File: src/rtl/ndn_pipe.sv
// rtl/ndn_pipe.sv - pipelined N-input bitwise logic reduction with valid/ready flow control
// Optional registered parity output enabled by defining NDN_PIPE_PARITY_EN.
module ndn_pipe #(
  parameter int WIDTH  = 8,
  parameter int NIN    = 2,
  parameter int STAGES = 2
) (
  input  logic                   CK,
  input  logic                   CD,
  input  logic [NIN*WIDTH-1:0]   A,
  input  logic [2:0]             FSEL,
  input  logic                   VI,
  output logic                   RI,
  output logic [WIDTH-1:0]       Z,
  output logic                   ZP,
  output logic                   VO,
  input  logic                   RO
);

  logic [WIDTH-1:0]  f_and;
  logic [WIDTH-1:0]  f_or;
  logic [WIDTH-1:0]  f_xor;
  logic [WIDTH-1:0]  f_val;
  logic [STAGES-1:0] v;
  logic [STAGES-1:0] load;
  logic [WIDTH-1:0]  d [STAGES];

  always_comb begin
    f_and = '1;
    f_or  = '0;
    f_xor = '0;
    for (int k = 0; k < NIN; k++) begin
      f_and = f_and & A[k*WIDTH +: WIDTH];
      f_or  = f_or  | A[k*WIDTH +: WIDTH];
      f_xor = f_xor ^ A[k*WIDTH +: WIDTH];
    end
    case (FSEL)
      3'd1:    f_val = ~f_or;
      3'd2:    f_val = f_and;
      3'd3:    f_val = f_or;
      3'd4:    f_val = f_xor;
      3'd5:    f_val = ~f_xor;
      default: f_val = ~f_and;
    endcase
  end

  // A stage is blocked only when it and every stage after it are valid while
  // downstream refuses; any bubble further along lets it advance.
  always_comb begin
    logic tail_stuck;
    tail_stuck = ~RO;
    load = '0;
    for (int s = STAGES - 1; s >= 0; s--) begin
      tail_stuck = tail_stuck & v[s];
      load[s]    = ~tail_stuck;
    end
  end

  always_ff @(posedge CK) begin
    if (CD) begin
      v <= '0;
      for (int s = 0; s < STAGES; s++) d[s] <= '0;
    end else begin
      if (load[0]) begin
        v[0] <= VI;
        if (VI) d[0] <= f_val;
      end
      for (int s = 1; s < STAGES; s++) begin
        if (load[s]) begin
          v[s] <= v[s-1];
          if (v[s-1]) d[s] <= d[s-1];
        end
      end
    end
  end

`ifdef NDN_PIPE_PARITY_EN
  logic [STAGES-1:0] p;

  always_ff @(posedge CK) begin
    if (CD) begin
      p <= '0;
    end else begin
      if (load[0] && VI) p[0] <= ^f_val;
      for (int s = 1; s < STAGES; s++) begin
        if (load[s] && v[s-1]) p[s] <= p[s-1];
      end
    end
  end

  assign ZP = p[STAGES-1];
`else
  assign ZP = 1'b0;
`endif

  assign RI = load[0];
  assign Z  = d[STAGES-1];
  assign VO = v[STAGES-1];

endmodule

File: config.mk
export PLATFORM = sky130hd
export DESIGN_NAME = ndn_pipe
export DESIGN_NICKNAME = d
export VERILOG_FILES = /design/src/rtl/ndn_pipe.sv
export SDC_FILE = /design/constraint.sdc
export NUM_CORES = 1
export LEC_CHECK = 0
export BUFFER_PORTS_ARGS = -buffer_cell sky130_fd_sc_hd__buf_2
export CORE_MARGIN = 8
export CORE_UTILIZATION = 50
export DETAILED_ROUTE_END_ITERATION = 8
export GPL_TIMING_DRIVEN = 1
export PLACE_DENSITY = 0.75
export SETUP_SLACK_MARGIN = 0.5
export SLEW_MARGIN = 10
export SYNTH_ARGS = -nofsm -noshare
export SYNTH_HDL_FRONTEND = slang
export SYNTH_SLANG_ARGS = --single-unit
File: constraint.sdc
create_clock -name CK -period 1.55 [get_ports CK]
set_input_delay 0.31 -clock CK [delete_from_list [all_inputs] [get_ports CK]]
set_output_delay 0.31 -clock CK [all_outputs]
set_load 0.02 [all_outputs]
==> results of run 1 <==
==> cells in the mapped netlist, types with 2 or more instances <==
master     number
a21o_1          2
a21oi_1        14
a21oi_2         2
a2bb2oi_1       7
and2_2          8
buf_2           3
buf_4          10
buf_6           2
dfxtp_1         2
edfxtp_1       16
ha_1           16
inv_1          19
nand2b_1        2
nor2_1         12
o221ai_1        6
o221ai_2        2
xnor2_1         8
==> report_power, final <==
| group | total (mW) | switching (mW) | internal, mW |
|---|---|---|---|
| logic | 0.466 | 0.236 | 0.230 |
| registers | 0.590 | 0.0130 | 0.577 |
| clock network | 0.228 | 0.135 | 0.0934 |
==> worst max path at each step <==
stage                             to  depth (start not counted)              start
2_1_floorplan  d[0][7]$_SDFFCE_PN0P_                          5  v[1]$_SDFFE_PP0N_
3_3_place_gp   d[0][2]$_SDFFCE_PN0P_                          7              A[10]
3_5_place_dp   d[0][2]$_SDFFCE_PN0P_                          7              A[10]
4_1_cts                           RI                          3  v[0]$_SDFFE_PP0N_
5_1_grt        d[0][0]$_SDFFCE_PN0P_                          5  v[0]$_SDFFE_PP0N_
6_report                          RI                          3  v[1]$_SDFFE_PP0N_
==> layout by cell type, fill, tap and decap left out, types with 2 or more instances in the layout <==
master	count
inv_6	2
xnor2_2	3
buf_4	6
clkbuf_4	3
a2bb2oi_1	5
inv_2	3
o221ai_2	7
a2bb2oi_2	2
a21oi_2	5
buf_2	24
xnor2_1	5
buf_6	12
nand2b_1	2
edfxtp_1	16
inv_1	2
ha_1	8
and2_4	8
nor2_1	11
inv_12	6
inv_4	6
a21oi_1	11
dfxtp_2	2
ha_4	8
==> critical path, stage by stage, from the launching register on <==
cell and delay [ns]:
dfxtp_2 0.35, and3b_4 0.22, inv_2 0.05, buf_6 0.12
==> state kept, by name, indices dropped and copies added (netlist names) <==
signal,flops
d,16
v,2
==> per-layer routing <==
metal	wire [µm]	up-vias
met1	1110	500
met2	1420	24
met4	42	0
li1	-	535
met5	0	-
met3	85	4
==> cell families (layout without fill, tap and decap cells) <==
logic type | count (synthesis) | after routing | synth area share
flip-flops | 18 | 18 | 0.367
buffers and inverters | 36 | 66 | 0.136
other | 1 | 1 | 0.00265
multiplexers | 1 | 1 | 0.00707
AO/OA/AOI/OAI | 34 | 34 | 0.179
XOR/XNOR | 8 | 8 | 0.0495
adder cells (fa/ha/maj) | 16 | 16 | 0.141
AND/OR/NAND/NOR | 27 | 27 | 0.117
==> through the flow <==
stage	instance area, µm²	setup slack (ns)	instances	hold slack [ns]
global placement	1810	0.0141	192	0.495
global route	2010	0.144	202	0.263
detailed placement	1810	0.0213	192	0.505
floorplan	1710	0.293	141	0.375
finish	2010	0.211	202	0.270
CTS	1960	0.215	201	0.264
==> timing repair <==
item	in CTS	in global routing
pin swaps	7	6
setup endpoints to repair	34	42
gates cloned	1	0
gates resized for setup	30	11
setup buffers	4	1
==> area by class of cell <==
type                    instances  area (µm²)
clock buffers                   3        22.5
well taps                      31        38.8
multi-input cells              87         927
inverters                      19         171
repair buffers                 43         320
fillers                       190         727
clock inverters                 1        3.75
flip-flops and latches         18         523
==> flow_summary_export.csv, run 1 <==
group,metric,value,unit
placement,io_buffers,32,
floorplan,die_w,69.2,µm
sta,setup_tns,0,ns
global_routing,grt_overflow,0,
synthesis,synth-main-ff-cell,"edfxtp_1",
route,dr.pass1.iters,2,
critical_path,worstPathArrival,1.03,ns
synthesis,syn_avg_cell_area,10.0,µm²
final_layout,drive_gt1_frac,0.614,
worst_hold_path,hold_class,"primary input to flop",
clock_network,clock-root-buffer,"clkbuf_4",
critical_path,r2r_end,"d[0][0]$_SDFFCE_PN0P_",
sta,rsz0062_at_grt,"yes",
route,antenna_left,0,
synthesis,postSynthCellCount,141,
floorplan,die_y,69.2,µm
final_layout,antennaDiodeCount,0,
run,max_cap_violations,0,
sta,max_freq,0.747,GHz
placement,dp_hpwl,2130,µm
clock_network,cts_tree,"yes",
clock_network,insertion_delay,0.28,ns
clock_network,cts.path.max_buffers,2,
global_routing,grt-busiest-layer,"met2",
synthesis,ys_seq_area_frac,0.367,
synthesis,synth_edf_count,16,
clock_network,cts.sinks,18,
worst_hold_path,hp-start,"CD",
sta,setup_violations,0,
final_layout,fin_util,0.734,
synthesis,synthesis.area,1420,µm²
route,via_per_inst,5.26,
floorplan,start_util,0.518,
clock_network,cts_hold_buf,0,
critical_path,endpoint_kind,"primary output",
route,drtIter0Drc,43,
route,via_count,1063,
synthesis,synth.area.top_cells,"edfxtp_1, ha_1, buf_4",
global_routing,grt_pass1_wl,4590,µm
final_layout,syn_to_final_growth,41.7,%
critical_path,crit_fanout,3,
sta,final-max-slew-violation-count,0,
critical_path,r2r-start,"v[0]$_SDFFE_PP0N_",
synthesis,synthDistinctLibCells,27,
critical_path,start_kind,"flop",
route,drcViolationCount,0,
critical_path,cp.required,1.24,ns
route,wl_per_cell,13.2,µm
synthesis,ys_seq_elements,18,
placement,routabilityCongestion,0.840,
sta,skew,0.00470,ns
worst_hold_path,min_to,"v[1]$_SDFFE_PP0N_",
synthesis,synth_top_area_cell,"edfxtp_1",
global_routing,use_met2,0.188,
critical_path,r2r_cells,5,
sta,min_period_over_period,0.864,
clock_network,path_clk_slew,0.09,ns
floorplan,die_area,4790,µm²
worst_hold_path,worstHoldPathCells,2,
clock_network,h-tree-depth,1,
floorplan,ios,34,
synthesis,synthArstFlopShare,0,
floorplan,core-area,2730,µm²
critical_path,ff2ff_setup_slack,0.22,ns
global_routing,use_met1,0.123,
clock_network,cts-buffers-inserted,3,
pwr,power,1.28,mW
status,status,"finished clean",
global_routing,grt.total_usage,0.108,
pwr,leakage,0.840,nW
sta,min_period,1.34,ns
global_routing,antenna_found_initial,0,
pwr,power_density,640,nW/µm²
route,postRouteWirelength,2660,µm
synthesis,synth_nets,180,
synthesis,synth_top_area_frac,0.339,
final_layout,layout.nets,211,
floorplan,rows,19,
synthesis,ys.warnings.count,0,
global_routing,use_met3,0.0172,
critical_path,path_class,"flop to primary output",
global_routing,grt_pass1_vias,1087,
global_routing,grt_max_degree,14,
pwr,ir_drop,0.557,mV
sta,hold_viol,0,
(Power assumes the default switching activity.)
==> run 2, diff against run 1 <==
--- a/config.mk
+++ b/config.mk
@@ -11,6 +11,7 @@
 export DETAILED_ROUTE_END_ITERATION = 8
 export GPL_TIMING_DRIVEN = 1
 export PLACE_DENSITY = 0.75
+export REMOVE_ABC_BUFFERS = 1
 export SETUP_SLACK_MARGIN = 0.5
 export SLEW_MARGIN = 10
 export SYNTH_ARGS = -nofsm -noshare
==> run 2 against run 1 <==
Power fell by 8.5%. Clock power grew 3%. First-iteration DRC count up 4.7%. Combinational power shrank 25%. Die area did not move. Critical path type unchanged. Critical endpoint unchanged. Maximum frequency shrank 0.34%. Via count down 1.5%.
==> flow_summary_export.csv, run 2 (synthesized netlist as in run 1, its figures left out) <==
group,metric,value,unit
final_layout,multi_input_area,731,µm²
global_routing,grt_max_degree,17,
pwr,leakage,0.793,nW
sta,rsz0062_at_grt,"yes",
placement,routabilityCongestion,0.760,
placement,io_buffers,32,
floorplan,ios,34,
critical_path,r2r_cells,5,
critical_path,worstPathArrival,1.03,ns
critical_path,endpoint_kind,"primary output",
sta,final-max-slew-violation-count,0,
clock_network,cts-buffers-inserted,3,
critical_path,path_class,"flop to primary output",
route,drcViolationCount,0,
sta,min_period_over_period,0.867,
route,met2_length,1320,µm
final_layout,antennaDiodeCount,0,
floorplan,core-area,2730,µm²
critical_path,r2r-start,"v[1]$_SDFFE_PP0N_",
global_routing,antenna_found_initial,0,
floorplan,die_y,69.2,µm
critical_path,crit_fanout,3,
floorplan,die_area,4790,µm²
global_routing,grt.total_usage,0.104,
final_layout,n_fill_cell,231,
route,met3WireLength,166,µm
final_layout,syn_to_final_growth,19.3,%
global_routing,grt_pass1_vias,1013,
clock_network,cts_tree,"yes",
floorplan,start_util,0.518,
sta,setup_violations,0,
global_routing,grt_overflow,0,
sta,setup_tns,0,ns
clock_network,cts.sinks,18,
route,postRouteWirelength,2610,µm
final_layout,reg.largest.list,"d x16, v x2",
run,max_cap_violations,0,
clock_network,cts_hold_buf,0,
clock_network,cts.path.max_buffers,2,
floorplan,rows,19,
status,status,"finished clean",
global_routing,grt_pass1_wl,4350,µm
route,antenna_left,0,
clock_network,insertion_delay,0.28,ns
final_layout,top_register,"d",
route,wl_per_cell,13.1,µm
clock_network,clock-root-buffer,"clkbuf_4",
placement,dpl.cell_count,191,
sta,min_period,1.34,ns
route,via_per_inst,5.26,
route,highest_layer,"met4",
clock_network,path_clk_slew,0.10,ns
route,dr.pass1.iters,4,
route,drtIter0Drc,45,
route,via_count,1047,
final_layout,final_cell_mix,"buf_2, inv_1, ha_1, edfxtp_1, a21oi_1",
critical_path,start_kind,"flop",
pwr,ir_drop,0.670,mV
final_layout,drive_gt1_frac,0.381,
clock_network,h-tree-depth,1,
final_layout,stdcell_count,199,
final_layout,seqCellArea,523,µm²
final_layout,largest_register_ffs,16,
worst_hold_path,hp-start,"CD",
route,wl_met1,1110,µm
final_layout,layout.nets,208,
sta,skew,0.00404,ns
final_layout,layout_commonest_cell,"buf_2",
placement,dp_hpwl,2080,µm
critical_path,crit_start,"v[1]$_SDFFE_PP0N_",
sta,hold_viol,0,
floorplan,die_w,69.2,µm
sta,max_freq,0.744,GHz
worst_hold_path,worstHoldPathCells,2,
critical_path,cp.required,1.24,ns
pwr,power_density,696,nW/µm²
worst_hold_path,hold_class,"primary input to flop",
-- run 2: changes by cell type in the layout (fill, tap and decap cells not counted), sizes merged --
| cell | before | now |
|---|---|---|
| buf | 43 | 40 |
-- run 2: what timing repair did --
item | 4_1_cts | 5_1_grt
buffers inserted | 2 | 2
resized for setup | 17 | 10
pin swaps | 3 | 1
endpoints found under the setup margin | 42 | 42
-- run 2: worst paths after layout --
check                                               to  slack (ns)
worst max-delay path                                RI        0.21
worst min-delay path                 v[0]$_SDFFE_PP0N_        0.26
worst max register to register  d[0][13]$_SDFFCE_PN0P_        0.22
worst min register to register  d[0][11]$_SDFFCE_PN0P_        0.54
-- run 2: metrics by stage --
stage                     cell area [µm²]  power [mW]  setup WS [ns]  hold WS [ns]  utilization
after floorplan                      1290       0.791          0.166         0.382            -
after global placement               1550       0.899         0.0920         0.502        0.567
after detailed placement             1550       0.913         0.0451         0.514        0.567
after CTS                            1640        1.16          0.201         0.253        0.600
after global routing                 1690        1.24          0.161         0.262        0.618
final                                1690        1.17          0.206         0.261        0.618
-- run 2: worst max-delay path, cell delays in order, from the launching register on --
cell,delay (ns)
dfxtp_2,0.34
and3b_4,0.23
inv_2,0.05
buf_6,0.12
-- run 2: area by class of cell --
class                           count  share of cell area
Multi-Input combinational cell     87               0.433
Sequential cell                    18               0.310
Timing Repair Buffer               40               0.177
Inverter                           19              0.0422
Tap cell                           31              0.0230
Clock buffer                        3              0.0133
Clock inverter                      1             0.00222
-- run 2: power by group --
group | switching (mW) | leakage [nW] | internal, mW
logic | 0.178 | 0.589 | 0.173
clock network | 0.142 | 0.0154 | 0.0933
registers | 0.0118 | 0.189 | 0.576
total | 0.332 | 0.793 | 0.843
-- run 2: layer usage --
metal	up-vias	GRT usage
met3	2	0.0329
li1	532	-
met1	474	0.118
met4	0	0.0251
met2	39	0.182
met5	-	0
==> run 3, diff against run 2 <==
--- a/config.mk
+++ b/config.mk
@@ -7,12 +7,11 @@
 export LEC_CHECK = 0
 export BUFFER_PORTS_ARGS = -buffer_cell sky130_fd_sc_hd__buf_2
 export CORE_MARGIN = 8
-export CORE_UTILIZATION = 50
+export CORE_UTILIZATION = 45
 export DETAILED_ROUTE_END_ITERATION = 8
 export GPL_TIMING_DRIVEN = 1
-export PLACE_DENSITY = 0.75
+export PLACE_DENSITY = 0.69
 export REMOVE_ABC_BUFFERS = 1
-export SETUP_SLACK_MARGIN = 0.5
 export SLEW_MARGIN = 10
 export SYNTH_ARGS = -nofsm -noshare
 export SYNTH_HDL_FRONTEND = slang
==> run 3 against run 2 <==
Die area up 8.5%. Maximum frequency is 5.0% lower. Sequential cell count did not move. Sequential share of layout area grew 1.7 points. Clock skew shrank 0.00062 ns. Non-clock buffer count down 4. Clock power fell by 6%. Worst setup slack lost 0.071 ns. Via count is 3.6% lower. Critical endpoint unchanged. Highest routed layer unchanged.
==> flow_summary_export.csv, run 3 (synthesized netlist as in run 1, its figures left out) <==
group,metric,value,unit
final_layout,largest_register_ffs,16,
route,postRouteWirelength,2370,µm
sta,worst_pin_slew,0.656,ns
sta,setup_tns,0,ns
sta,setup_violations,0,
global_routing,use_met1,0.117,
clock_network,cts_tree,"yes",
floorplan,core-area,3030,µm²
placement,dpl.cell_count,204,
route,via_per_inst,4.85,
critical_path,crit_path_end,"RI",
final_layout,stdcell_count,208,
global_routing,grt_pass1_vias,977,
critical_path,start_kind,"flop",
clock_network,cts.sinks,18,
global_routing,antenna_found_initial,0,
placement,dp_hpwl,1910,µm
pwr,power,1.12,mW
clock_network,h-tree-depth,1,
final_layout,layout_commonest_cell,"buf_2",
floorplan,die_area,5200,µm²
sta,min_period_over_period,0.913,
sta,skew,0.00342,ns
sta,final-max-slew-violation-count,0,
critical_path,path_buf_inv,2,
clock_network,insertion_delay,0.28,ns
route,wl_per_cell,11.4,µm
critical_path,cp.depth,3,
pwr,power.switching,0.307,mW
placement,io_buffers,32,
global_routing,use_met2,0.159,
final_layout,antennaDiodeCount,0,
clock_network,cts-buffers-inserted,3,
sta,min_period,1.41,ns
pwr,intPower,0.812,mW
critical_path,endpoint_kind,"primary output",
global_routing,use_met3,0.0152,
clock_network,path_clk_slew,0.09,ns
critical_path,crit_fanout,4,
pwr,ir_drop,0.253,mV
status,status,"finished clean",
floorplan,rows,20,
sta,max_freq,0.707,GHz
final_layout,reg.largest.list,"d x16, v x2",
clock_network,postCtsSetupBuffers,0,
critical_path,cp_slowest_cell,"dfxtp_1",
final_layout,layout.nets,204,
pwr,p_comb_frac,0.281,
worst_hold_path,hold_class,"primary input to flop",
clock_network,cts.path.max_buffers,2,
critical_path,timing.critical_path.cells,"and3b_4 > inv_1 > buf_2",
global_routing,grt_overflow,0,
pwr,power_density,703,nW/µm²
floorplan,ios,34,
clock_network,clock-root-buffer,"clkbuf_4",
route,drcViolationCount,0,
sta,maxSlewHeadroom,0.562,
final_layout,final_cell_mix,"buf_2, inv_1, ha_1, edfxtp_1, a21oi_1",
route,drtIter0Drc,51,
critical_path,crit_start,"v[0]$_SDFFE_PP0N_",
sta,hold_viol,0,
pwr,leakage,0.753,nW
critical_path,r2r-start,"v[0]$_SDFFE_PP0N_",
critical_path,path_delay_family,"flip-flops",
pwr,power_frac_seq,0.522,
global_routing,grt_pass1_wl,4140,µm
critical_path,worstPathArrival,1.10,ns
pwr,pwr-share-clk,0.198,
critical_path,cp.required,1.24,ns
critical_path,r2r_cells,5,
final_layout,syn_to_final_growth,12.4,%
critical_path,max_stage_delay,0.38,ns
global_routing,grt_max_degree,17,
floorplan,die_y,72.1,µm
critical_path,path_class,"flop to primary output",
pwr,switching_share,0.274,
critical_path,r2r_end,"d[0][1]$_SDFFCE_PN0P_",
placement,routabilityCongestion,0.808,
clock_network,cts_resized,0,
critical_path,ff2ff_setup_slack,0.19,ns
final_layout,drive_gt1_frac,0.323,
global_routing,grt.total_usage,0.0942,
floorplan,die_w,72.1,µm
floorplan,start_util,0.468,
route,dr.pass1.iters,4,
sta,rsz0062_at_grt,"no",
run,max_cap_violations,0,
route,antenna_left,0,
route,via_count,1009,
final_layout,top_register,"d",
clock_network,cts_hold_buf,0,
global_routing,grt-busiest-layer,"met2",
[run 3: changes by cell type in the layout (fill, tap and decap cells not counted), sizes merged]
cell and delta:
buf -4
[run 3: worst reg2reg max path, stage by stage, from the launching register on]
cell and delay (ns):
dfxtp_1 0.34, and3b_4 0.21, nor3_4 0.21, buf_12 0.17, o221ai_1 0.11, a21oi_1 0.17
[run 3: area by class of cell]
type	instances	area [µm²]
clock buffers	3	22.5
clock inverters	1	3.75
fillers	270	1440
inverters	19	71.3
multi-input cells	87	703
flip-flops and latches	18	520
well taps	44	55.1
repair buffers	36	215
[run 3: power groups by stage]
stage | combinational [mW] | sequential [mW] | clock, mW
2_1_floorplan | 0.170 | 0.621 | 0
3_3_place_gp | 0.305 | 0.595 | 0
3_5_place_dp | 0.316 | 0.596 | 0
4_1_cts | 0.318 | 0.585 | 0.233
5_1_grt | 0.351 | 0.588 | 0.264
6_report | 0.314 | 0.584 | 0.221
[run 3: how the worst min path moves through the flow]
stage                   endpoint  cells after the start         startpoint
2_1_floorplan  v[0]$_SDFFE_PP0N_                      1                 CD
3_3_place_gp   v[1]$_SDFFE_PP0N_                      2  v[0]$_SDFFE_PP0N_
3_5_place_dp   v[1]$_SDFFE_PP0N_                      2  v[0]$_SDFFE_PP0N_
4_1_cts        v[1]$_SDFFE_PP0N_                      2                 CD
5_1_grt        v[1]$_SDFFE_PP0N_                      2                 CD
6_report       v[1]$_SDFFE_PP0N_                      2                 CD
[run 3: stage by stage]
stage | setup WS [ns] | utilization | area [µm²] | hold WS [ns]
after CTS | 0.124 | 0.526 | 1590 | 0.258
final | 0.135 | 0.526 | 1590 | 0.270
after global routing | 0.0540 | 0.526 | 1590 | 0.249
after floorplan | 0.166 | - | 1290 | 0.382
after global placement | 0.0951 | 0.517 | 1570 | 0.502
after detailed placement | 0.0338 | 0.517 | 1570 | 0.507
[run 3: metal layers]
metal	vias to the layer above	routed length [µm]
met5	-	0
met2	32	1090
met1	454	1110
met4	0	27
li1	521	-
met3	2	142
